## src/rtl/chacha_pkg.sv

```systemverilog
// rtl/chacha_pkg.sv - shared ChaCha20 types, sigma constants and scheduler state encoding
package chacha_pkg;

    typedef logic [31:0] word_t;
    typedef word_t [3:0][3:0] matrix_t;

    // "expand 32-byte k" as little-endian words
    localparam word_t CHACHA_C0 = 32'h61707865;
    localparam word_t CHACHA_C1 = 32'h3320646e;
    localparam word_t CHACHA_C2 = 32'h79622d32;
    localparam word_t CHACHA_C3 = 32'h6b206574;

    typedef enum logic [1:0] {
        IDLE = 2'd0,
        LOAD = 2'd1,
        RUN  = 2'd2,
        OUT  = 2'd3
    } sched_state_t;

endpackage

```

## src/rtl/chacha_state_build.sv

```systemverilog
// rtl/chacha_state_build.sv - combinational key/nonce/counter to ChaCha20 initial state matrix
module chacha_state_build
    import chacha_pkg::*;
(
    input  logic [7:0][31:0]       key_i,
    input  logic [2:0][31:0]       nonce_i,
    input  logic [31:0]            ctr_i,
    output logic [3:0][3:0][31:0]  matrix_o
);

    always_comb begin
        matrix_o[0][0] = CHACHA_C0;
        matrix_o[0][1] = CHACHA_C1;
        matrix_o[0][2] = CHACHA_C2;
        matrix_o[0][3] = CHACHA_C3;
        for (int c = 0; c < 4; c++) begin
            matrix_o[1][c] = key_i[c];
            matrix_o[2][c] = key_i[c+4];
        end
        matrix_o[3][0] = ctr_i;
        matrix_o[3][1] = nonce_i[0];
        matrix_o[3][2] = nonce_i[1];
        matrix_o[3][3] = nonce_i[2];
    end

endmodule

```

## src/rtl/chacha_block_sched.sv

```systemverilog
// rtl/chacha_block_sched.sv - sequences the ChaCha20 core over a run of keystream blocks
// Optional: CHACHA_CTR_WRAP_ERR_EN stops the run with err instead of wrapping the block counter.
module chacha_block_sched
    import chacha_pkg::*;
#(
    parameter int MAX_BLOCKS   = 16,
    parameter int CORE_TIMEOUT = 256
) (
    input  logic                               clk,
    input  logic                               rst,
    input  logic                               cmd_valid,
    output logic                               cmd_ready,
    input  logic [7:0][31:0]                   cmd_key,
    input  logic [2:0][31:0]                   cmd_nonce,
    input  logic [31:0]                        cmd_ctr,
    input  logic [$clog2(MAX_BLOCKS+1)-1:0]    cmd_nblocks,
    input  logic                               abort,
    output logic                               core_init,
    output logic [3:0][3:0][31:0]              core_matrix,
    input  logic                               core_blockready,
    input  logic [3:0][3:0][31:0]              core_result,
    output logic                               blk_valid,
    input  logic                               blk_ready,
    output logic [3:0][3:0][31:0]              blk_data,
    output logic [31:0]                        blk_ctr,
    output logic                               busy,
    output logic                               done,
    output logic                               err
);

    localparam int CW = $clog2(MAX_BLOCKS + 1);
    localparam int WW = $clog2(CORE_TIMEOUT + 1);

    sched_state_t      state_q;
    logic [7:0][31:0]  key_q;
    logic [2:0][31:0]  nonce_q;
    word_t             ctr_q;
    logic [CW-1:0]     left_q;
    logic [WW-1:0]     wd_q;

    logic              cmd_ready_q;
    logic              core_init_q;
    matrix_t           core_matrix_q;
    logic              blk_valid_q;
    matrix_t           blk_data_q;
    word_t             blk_ctr_q;
    logic              busy_q;
    logic              done_q;
    logic              err_q;

    // The matrix is built from the values that will apply in LOAD, so it can be
    // registered on the same edge that enters LOAD: fresh command fields from IDLE,
    // the latched key/nonce with the next counter from OUT.
    logic [7:0][31:0]  key_d;
    logic [2:0][31:0]  nonce_d;
    word_t             ctr_d;
    matrix_t           matrix_d;

    assign key_d   = (state_q == IDLE) ? cmd_key   : key_q;
    assign nonce_d = (state_q == IDLE) ? cmd_nonce : nonce_q;
    assign ctr_d   = (state_q == IDLE) ? cmd_ctr   : ctr_q + 32'd1;

    chacha_state_build u_state_build (
        .key_i    (key_d),
        .nonce_i  (nonce_d),
        .ctr_i    (ctr_d),
        .matrix_o (matrix_d)
    );

    always_ff @(posedge clk) begin
        if (rst) begin
            state_q       <= IDLE;
            key_q         <= '0;
            nonce_q       <= '0;
            ctr_q         <= '0;
            left_q        <= '0;
            wd_q          <= '0;
            cmd_ready_q   <= 1'b1;
            core_init_q   <= 1'b0;
            core_matrix_q <= '0;
            blk_valid_q   <= 1'b0;
            blk_data_q    <= '0;
            blk_ctr_q     <= '0;
            busy_q        <= 1'b0;
            done_q        <= 1'b0;
            err_q         <= 1'b0;
        end else begin
            core_init_q <= 1'b0;
            done_q      <= 1'b0;
            if (abort && state_q != IDLE) begin
                state_q     <= IDLE;
                blk_valid_q <= 1'b0;
                cmd_ready_q <= 1'b1;
                busy_q      <= 1'b0;
            end else begin
                case (state_q)
                    IDLE: begin
                        if (cmd_valid && cmd_ready_q) begin
                            key_q   <= cmd_key;
                            nonce_q <= cmd_nonce;
                            ctr_q   <= cmd_ctr;
                            left_q  <= cmd_nblocks;
                            err_q   <= 1'b0;
                            if (cmd_nblocks > CW'(MAX_BLOCKS)) begin
                                err_q <= 1'b1;
                            end else if (cmd_nblocks == '0) begin
                                done_q <= 1'b1;
                            end else begin
                                state_q       <= LOAD;
                                core_init_q   <= 1'b1;
                                core_matrix_q <= matrix_d;
                                cmd_ready_q   <= 1'b0;
                                busy_q        <= 1'b1;
                            end
                        end
                    end
                    LOAD: begin
                        wd_q    <= '0;
                        state_q <= RUN;
                    end
                    RUN: begin
                        if (core_blockready) begin
                            blk_data_q  <= core_result;
                            blk_ctr_q   <= ctr_q;
                            blk_valid_q <= 1'b1;
                            state_q     <= OUT;
                        end else if (wd_q == WW'(CORE_TIMEOUT - 1)) begin
                            err_q       <= 1'b1;
                            state_q     <= IDLE;
                            cmd_ready_q <= 1'b1;
                            busy_q      <= 1'b0;
                        end else begin
                            wd_q <= wd_q + WW'(1);
                        end
                    end
                    OUT: begin
                        if (blk_valid_q && blk_ready) begin
                            blk_valid_q <= 1'b0;
                            ctr_q       <= ctr_q + 32'd1;
                            left_q      <= left_q - CW'(1);
                            if (left_q == CW'(1)) begin
                                state_q     <= IDLE;
                                done_q      <= 1'b1;
                                cmd_ready_q <= 1'b1;
                                busy_q      <= 1'b0;
`ifdef CHACHA_CTR_WRAP_ERR_EN
                            end else if (ctr_q == 32'hFFFF_FFFF) begin
                                err_q       <= 1'b1;
                                state_q     <= IDLE;
                                cmd_ready_q <= 1'b1;
                                busy_q      <= 1'b0;
`endif
                            end else begin
                                state_q       <= LOAD;
                                core_init_q   <= 1'b1;
                                core_matrix_q <= matrix_d;
                            end
                        end
                    end
                    default: state_q <= IDLE;
                endcase
            end
        end
    end

    assign cmd_ready   = cmd_ready_q;
    assign core_init   = core_init_q;
    assign core_matrix = core_matrix_q;
    assign blk_valid   = blk_valid_q;
    assign blk_data    = blk_data_q;
    assign blk_ctr     = blk_ctr_q;
    assign busy        = busy_q;
    assign done        = done_q;
    assign err         = err_q;

endmodule

```

## config.mk

```make
export PLATFORM = sky130hd
export DESIGN_NAME = chacha_block_sched
export DESIGN_NICKNAME = d
export VERILOG_FILES = /design/src/rtl/chacha_pkg.sv /design/src/rtl/chacha_state_build.sv /design/src/rtl/chacha_block_sched.sv
export SDC_FILE = /design/constraint.sdc
export NUM_CORES = 2
export LEC_CHECK = 0
export ABC_AREA = 1
export CAP_MARGIN = 0
export CORE_AREA = 2 2 763 765
export CTS_CLUSTER_DIAMETER = 60
export DETAILED_ROUTE_END_ITERATION = 16
export DIE_AREA = 0 0 765 767
export GPL_ROUTABILITY_DRIVEN = 0
export SLEW_MARGIN = 20
export SYNTH_ARGS = -nofsm -noshare
export SYNTH_HDL_FRONTEND = slang
export SYNTH_SLANG_ARGS = --single-unit
```

## constraint.sdc

```tcl
create_clock -name clk -period 2.6 [get_ports clk]
set_clock_uncertainty 0.1 [all_clocks]
set_input_delay 0.52 -clock clk [delete_from_list [all_inputs] [get_ports clk]]
set_output_delay 0.52 -clock clk [all_outputs]
set_load 0.01 [all_outputs]
```

# [Word level (Yosys, flattened, before mapping)]
# Index checks and enable logic that the tools add are counted.
[classes] bitwise=1 n_eq_ne=16 n_addsub=3 n_reduce_logical=21 mux=60 n_lt_le_gt_ge=1
[ops] op="two-way mux 512 bit" n=5
[ops] op="one-hot mux 512 bit (2 select lines)" n=1
[ops] op="two-way mux 256 bit" n=1
[ops] op="two-way mux 32 bit" n=3
[ops] op="two-way mux 96 bit" n=1
[ops] op="one-hot mux 32 bit (2 select lines)" n=1
[ops] op="adder 32 x 1 -> 32 bit (second input constant)" n=1
[ops] op="two-way mux 1 bit" n=29
[ops] op="two-way mux 9 bit" n=2
[ops] op="!= test 2 bit (second input constant)" n=9
[ops] op="one-hot mux 9 bit (2 select lines)" n=1
[ops] op="two-way mux 2 bit" n=6
[ops] op="two-way mux 5 bit" n=2
[ops] op="one-hot mux 5 bit (2 select lines)" n=1
[ops] op="AND reduction 5 bit" n=2
[ops] op="nonzero test 2 bit" n=5
[ops] op="adder 9 x 1 -> 9 bit (second input constant)" n=1
[ops] op="equality test 9 x 8 -> 1 bit (second input constant)" n=1
[ops] op="AND reduction 3 bit" n=3
[ops] op="one-hot mux 1 bit (2 select lines)" n=4
[ops] op="one-hot mux 2 bit (4 select lines)" n=1
[ops] op="AND reduction 4 bit" n=2
[ops] op="AND reduction 8 bit" n=1
[ops] op="AND reduction 7 bit" n=1
[ops] op="14 further kinds" n=18
[totals] reg_bits=1462

# [Logic depth before layout (Yosys ltp)]
[logic_depth] ltp_word=6 ltp_mapped=13 ltp_nobuf=13

# [Hierarchy]
# A second synthesis with hierarchy kept.
[hier_totals] hier_cells=8033 hier_area_um2=59229.3
[by_module_without_submodules] mod="chacha_block_sched" instances=1 area_per_inst_um2=55378.1 cells_each=7519
[by_module_without_submodules] mod="chacha_state_build" instances=1 area_per_inst_um2=3851.2 cells_each=514

# [Worst setup path after synthesis]
# Ideal clock, no wire load.
[synth_path] path_type="in2reg" startpoint="input cmd_nblocks[3]" endpoint="register core_matrix_q (netlist bit core_matrix[291])" required_ns=2.384 arrival_time_ns=2.149 setup_ns=0.116 setup_slack_ns=0.235 stages=11 cell_sequence="nor4_1 -> inv_1 -> ha_1 -> nor2_1 -> nor2_1 -> nor3_2 -> nand2_4 -> buf_2 -> buf_2 -> o21ai_0 -> nor2_1"
[synth_via] elab_chain_cells=3
[synth_rtl] item="from (decl)" line_no="chacha_block_sched.sv:16" text="input logic [$clog2(MAX_BLOCKS+1)-1:0] cmd_nblocks,"
[synth_rtl] item="greater-than comparator 5 bit / zero test 5 bit (equally long branches)" line_no="chacha_block_sched.sv:104, chacha_block_sched.sv:106"
[synth_rtl] item="!= test 2 bit (no line)"
[synth_rtl] item="AND reduction 7 bit (no line) *"
[synth_rtl] item="to (signal assigned)" line_no="chacha_block_sched.sv:111" text="core_matrix_q <= matrix_d;"
[synth_rtl] item="to (signal assigned)" line_no="chacha_block_sched.sv:156" text="core_matrix_q <= matrix_d;"
[synth_rtl] item="to (decl)" line_no="chacha_block_sched.sv:43" text="matrix_t core_matrix_q;"
# Mark *: on every way between the ends. The rest lies on a longest branch, timed or not.
# A chain may end at the register's enable or synchronous reset.

# [Final worst setup path]
[layout_path] startpoint="register core_matrix_q (netlist bit core_matrix[433])" endpoint="output core_matrix[433] (netlist bit)"
[layout_rtl] item="to (decl)" line_no="chacha_block_sched.sv:19" text="output logic [3:0][3:0][31:0] core_matrix,"
# No word-level cell between the ends.

==> flow_metrics.env <==
export IMPL_place_hpwl_mm=370.9
export IMPL_synth_seq_area_share_pct=50.58
export IMPL_cp_top_family="buffers and inverters"
export IMPL_reg2reg_from="state_q[0]$_SDFFE_PP0P_"
export IMPL_dr_max_layer_used="met5"
export IMPL_cts_root_buf="clkbuf_16"
export IMPL_clock_path_buffers=4
export IMPL_wl_met1_mm=147.3
export IMPL_crit_chain="clkdlybuf4s15_1"
export IMPL_gr_usage_all_layers_pct=14.25
export IMPL_drive_gt1_share_pct=8.604
export IMPL_path_max_fanout=2
export IMPL_grt_overflow=0
export IMPL_dieArea_um2=586800
export IMPL_slew_headroom_pct=28.64
export IMPL_min_path_cells=3
export IMPL_wl_met2_mm=188.1
export IMPL_arrival_ns=1.92
export IMPL_wl_met3_mm=77.60
export IMPL_maxCapViolations=0
export IMPL_postLayoutCellArea_um2=88990
export IMPL_grt_pass1_vias=54840
export IMPL_vias=59340
export IMPL_antenna_found_initial=370
export IMPL_finalSetupTns_ns=0
export IMPL_vias_per_cell=3.431
export IMPL_vdd_ir_drop_worst_v=0.0005869
export IMPL_grt_pass1_wl_mm=552.9
export IMPL_postSynthAreaPerCell_um2=7.185
export IMPL_area_growth_pct=68.41
export IMPL_drc_errors=0
export IMPL_path_buf_inv=1
export IMPL_ff2ff_path_depth=10
export IMPL_place_area_um2=81520
export IMPL_status="finished, final reports clean"
export IMPL_wl_mm=439.9
export IMPL_die_h_um=767
export IMPL_leakagePower_nw=35.90
export IMPL_postRouteAntennaNets=0
export IMPL_cts_buffers=185
export IMPL_pre_cts_ws_ns=-0.7735
export IMPL_fp_dieW_um=765
export IMPL_cts_sink_count=1335
export IMPL_report_final_hold_viol_count=0
export IMPL_worst_slack_ns=0.05824
export IMPL_final_nets=10180
export IMPL_yosysWarningCount=0
export IMPL_core_rowCount=280
export IMPL_first_pass_iters=9
export IMPL_worst_r2r_endpoint="blk_data[437]$_SDFFE_PP0P_"
export IMPL_rsz0062_at_grt="true"
export IMPL_holdWs_ns=0.09819
export IMPL_coreArea_um2=579100
export IMPL_critPathLaunchType="flip-flop"
export IMPL_whs_endpoint="blk_data[111]$_SDFFE_PP0P_"
export IMPL_drt_iter0_markers=5205
export IMPL_r2r_slack_ns=0.06
export IMPL_io_pins=1969
export IMPL_syn_inst=7354
export IMPL_clk_pin_slew_ns=0.06
export IMPL_fill_cells=65870
export IMPL_report_final_slew_viol_count=0
export IMPL_end_kind="output port"
export IMPL_fin_crit_ns=2.542
export IMPL_place_port_buffers=1896
export IMPL_max_stage_delay_ns=0.66
export IMPL_cp_slowest_cell="clkdlybuf4s15_1"
export IMPL_report_final_setup_viol=0
export IMPL_clock_latency_ns=0.94
export IMPL_fmax_mhz=393.4
export IMPL_ys_seq_elements=1335
export IMPL_period_share_pct=97.76
export IMPL_hold_start="core_result[111]"
export IMPL_ys_types=36
export IMPL_initial_core_util_pct=9.125
export IMPL_multiInputGateArea_um2=22170
export IMPL_powerDensity_nw_per_um2=1015
export IMPL_routedWlPerCell_um=25.44
export IMPL_htree_levels=4
export IMPL_tightest_slew_ns=1.070
export IMPL_seqCellArea_um2=26740
export IMPL_hold_class="in -> reg"
export IMPL_synth_cell_area_um2=52840
export IMPL_cp_required_ns=1.98
export IMPL_critPathKind="reg -> out"
export IMPL_cts_tree="done"
export IMPL_grt_max_degree=159
## worst max-delay path by stage
| stage | from | end | slack, ns | cells past startpoint |
|---|---|---|---|---|
| after CTS | core_matrix[138]$_SDFFE_PP0P_ | core_matrix[138] | 0.0001 | 1 |
| after detailed placement | cmd_nblocks[2] | core_matrix[151]$_SDFFE_PP0P_ | -0.77 | 14 |
| after global placement | cmd_nblocks[3] | core_matrix[254]$_SDFFE_PP0P_ | -0.72 | 15 |
| after global routing | state_q[0]$_SDFFE_PP0P_ | blk_data[333]$_SDFFE_PP0P_ | -0.0005 | 9 |
| final | core_matrix[433]$_SDFFE_PP0P_ | core_matrix[433] | 0.06 | 1 |
| after floorplan | cmd_nblocks[3] | core_matrix[291]$_SDFFE_PP0P_ | 0.23 | 11 |
## layout by cell type (no fill, tap or decap), types with 22 or more instances in the layout
cell type,netlist,routed
a21oi_1,453,453
buf_12,0,82
buf_4,140,346
clkbuf_1,369,34
clkbuf_16,0,185
clkbuf_8,0,22
clkdlybuf4s50_1,0,1371
conb_1,1,72
dfxtp_1,1335,1323
diode_2,0,136
dlygate4sd2_1,0,342
dlygate4sd3_1,0,130
inv_1,267,265
nand2_1,1153,1152
nand3_1,199,199
nor2_1,1886,1879
o21ai_0,1191,1190
o21ai_1,116,117
## power breakdown
group          switching (mW)  internal (mW)
clock                    11.1           15.3
combinational            23.0           12.6
sequential               2.85           25.5
## Yosys cell counts (all sizes together)
| library cell | n | area [um2] |
|---|---|---|
| nor4 | 2 | 12.51 |
| a211oi | 4 | 30.03 |
| a21oi | 454 | 2276 |
| xnor2 | 2 | 17.52 |
| conb | 1 | 3.750 |
| inv | 272 | 1021 |
| o21bai | 2 | 15.01 |
| or2 | 4 | 25.02 |
| nand3 | 199 | 996.0 |
| ha | 14 | 175.2 |
| o211a | 1 | 10.01 |
| nor3b | 2 | 15.01 |
| xor2 | 15 | 131.4 |
| nand4 | 2 | 12.51 |
| o21ai | 1307 | 6541 |
| dfxtp | 1335 | 26730 |
| nor3 | 5 | 30.03 |
| nand2 | 1154 | 4339 |
| o22ai | 1 | 6.260 |
| nand3b | 5 | 37.54 |
| nor2 | 1891 | 7121 |
| o21a | 2 | 15.01 |
| o211ai | 1 | 7.510 |
| a31oi | 3 | 18.77 |
| clkbuf | 381 | 1445 |
| buf | 295 | 1814 |
## registers in the layout (all words and copies together), names as in the netlist, 2 cells and up
register	count
blk_data	512
blk_ctr	32
ctr_q	32
key_q	256
state_q	2
left_q	5
wd_q	9
nonce_q	96
core_matrix	385
## timing repair
item | in CTS | in global routing
setup endpoints to repair | 391 | 80
buffers inserted | 2 | 0
resized for setup | 444 | 50
hold buffers | 130 | 0
cloned | 1 | 0
hold endpoints to repair | 136 | 0
## area by class of cell
cell class / instances / area share [%]
Antenna cell: 136 / 0.3824
Clock buffer: 241 / 5.686
Clock inverter: 90 / 1.312
Inverter: 272 / 1.189
Multi-Input combinational cell: 5142 / 24.91
Sequential cell: 1335 / 30.05
Tap cell: 7755 / 10.90
Timing Repair Buffer: 2323 / 25.56
## through the flow
step	util (%)	total power, mW	std cells
after floorplan	-	44.05	7425
after global placement	14.08	65.48	16690
after detailed placement	14.08	65.75	16690
after CTS	15.31	91.74	17160
after global routing	15.35	95.80	17250
final	15.37	90.29	17290
## cell families (layout without fill, tap and decap cells)
logic type                 after synthesis  after routing  synth area share [%]
AOI/OAI and AO/OA                     1775           1775                 16.88
and+or+nand+nor                       3264           3264                 23.82
other                                    1            208              0.007097
adders and majority gates               14             14                0.3315
buffers and inverters                  948           2926                 8.100
DFF                                   1335           1335                 50.58
xor gates and xnor gates                17             17                0.2818
## per-layer routing
metal  global-route usage, %  vias up
met2                   21.97     3211
met4                   6.264      202
met5                   1.433        -
li1                        -    27400
met1                   13.99    27470
met3                   11.09     1053
Note: power is estimated with default switching activity, not from simulation.
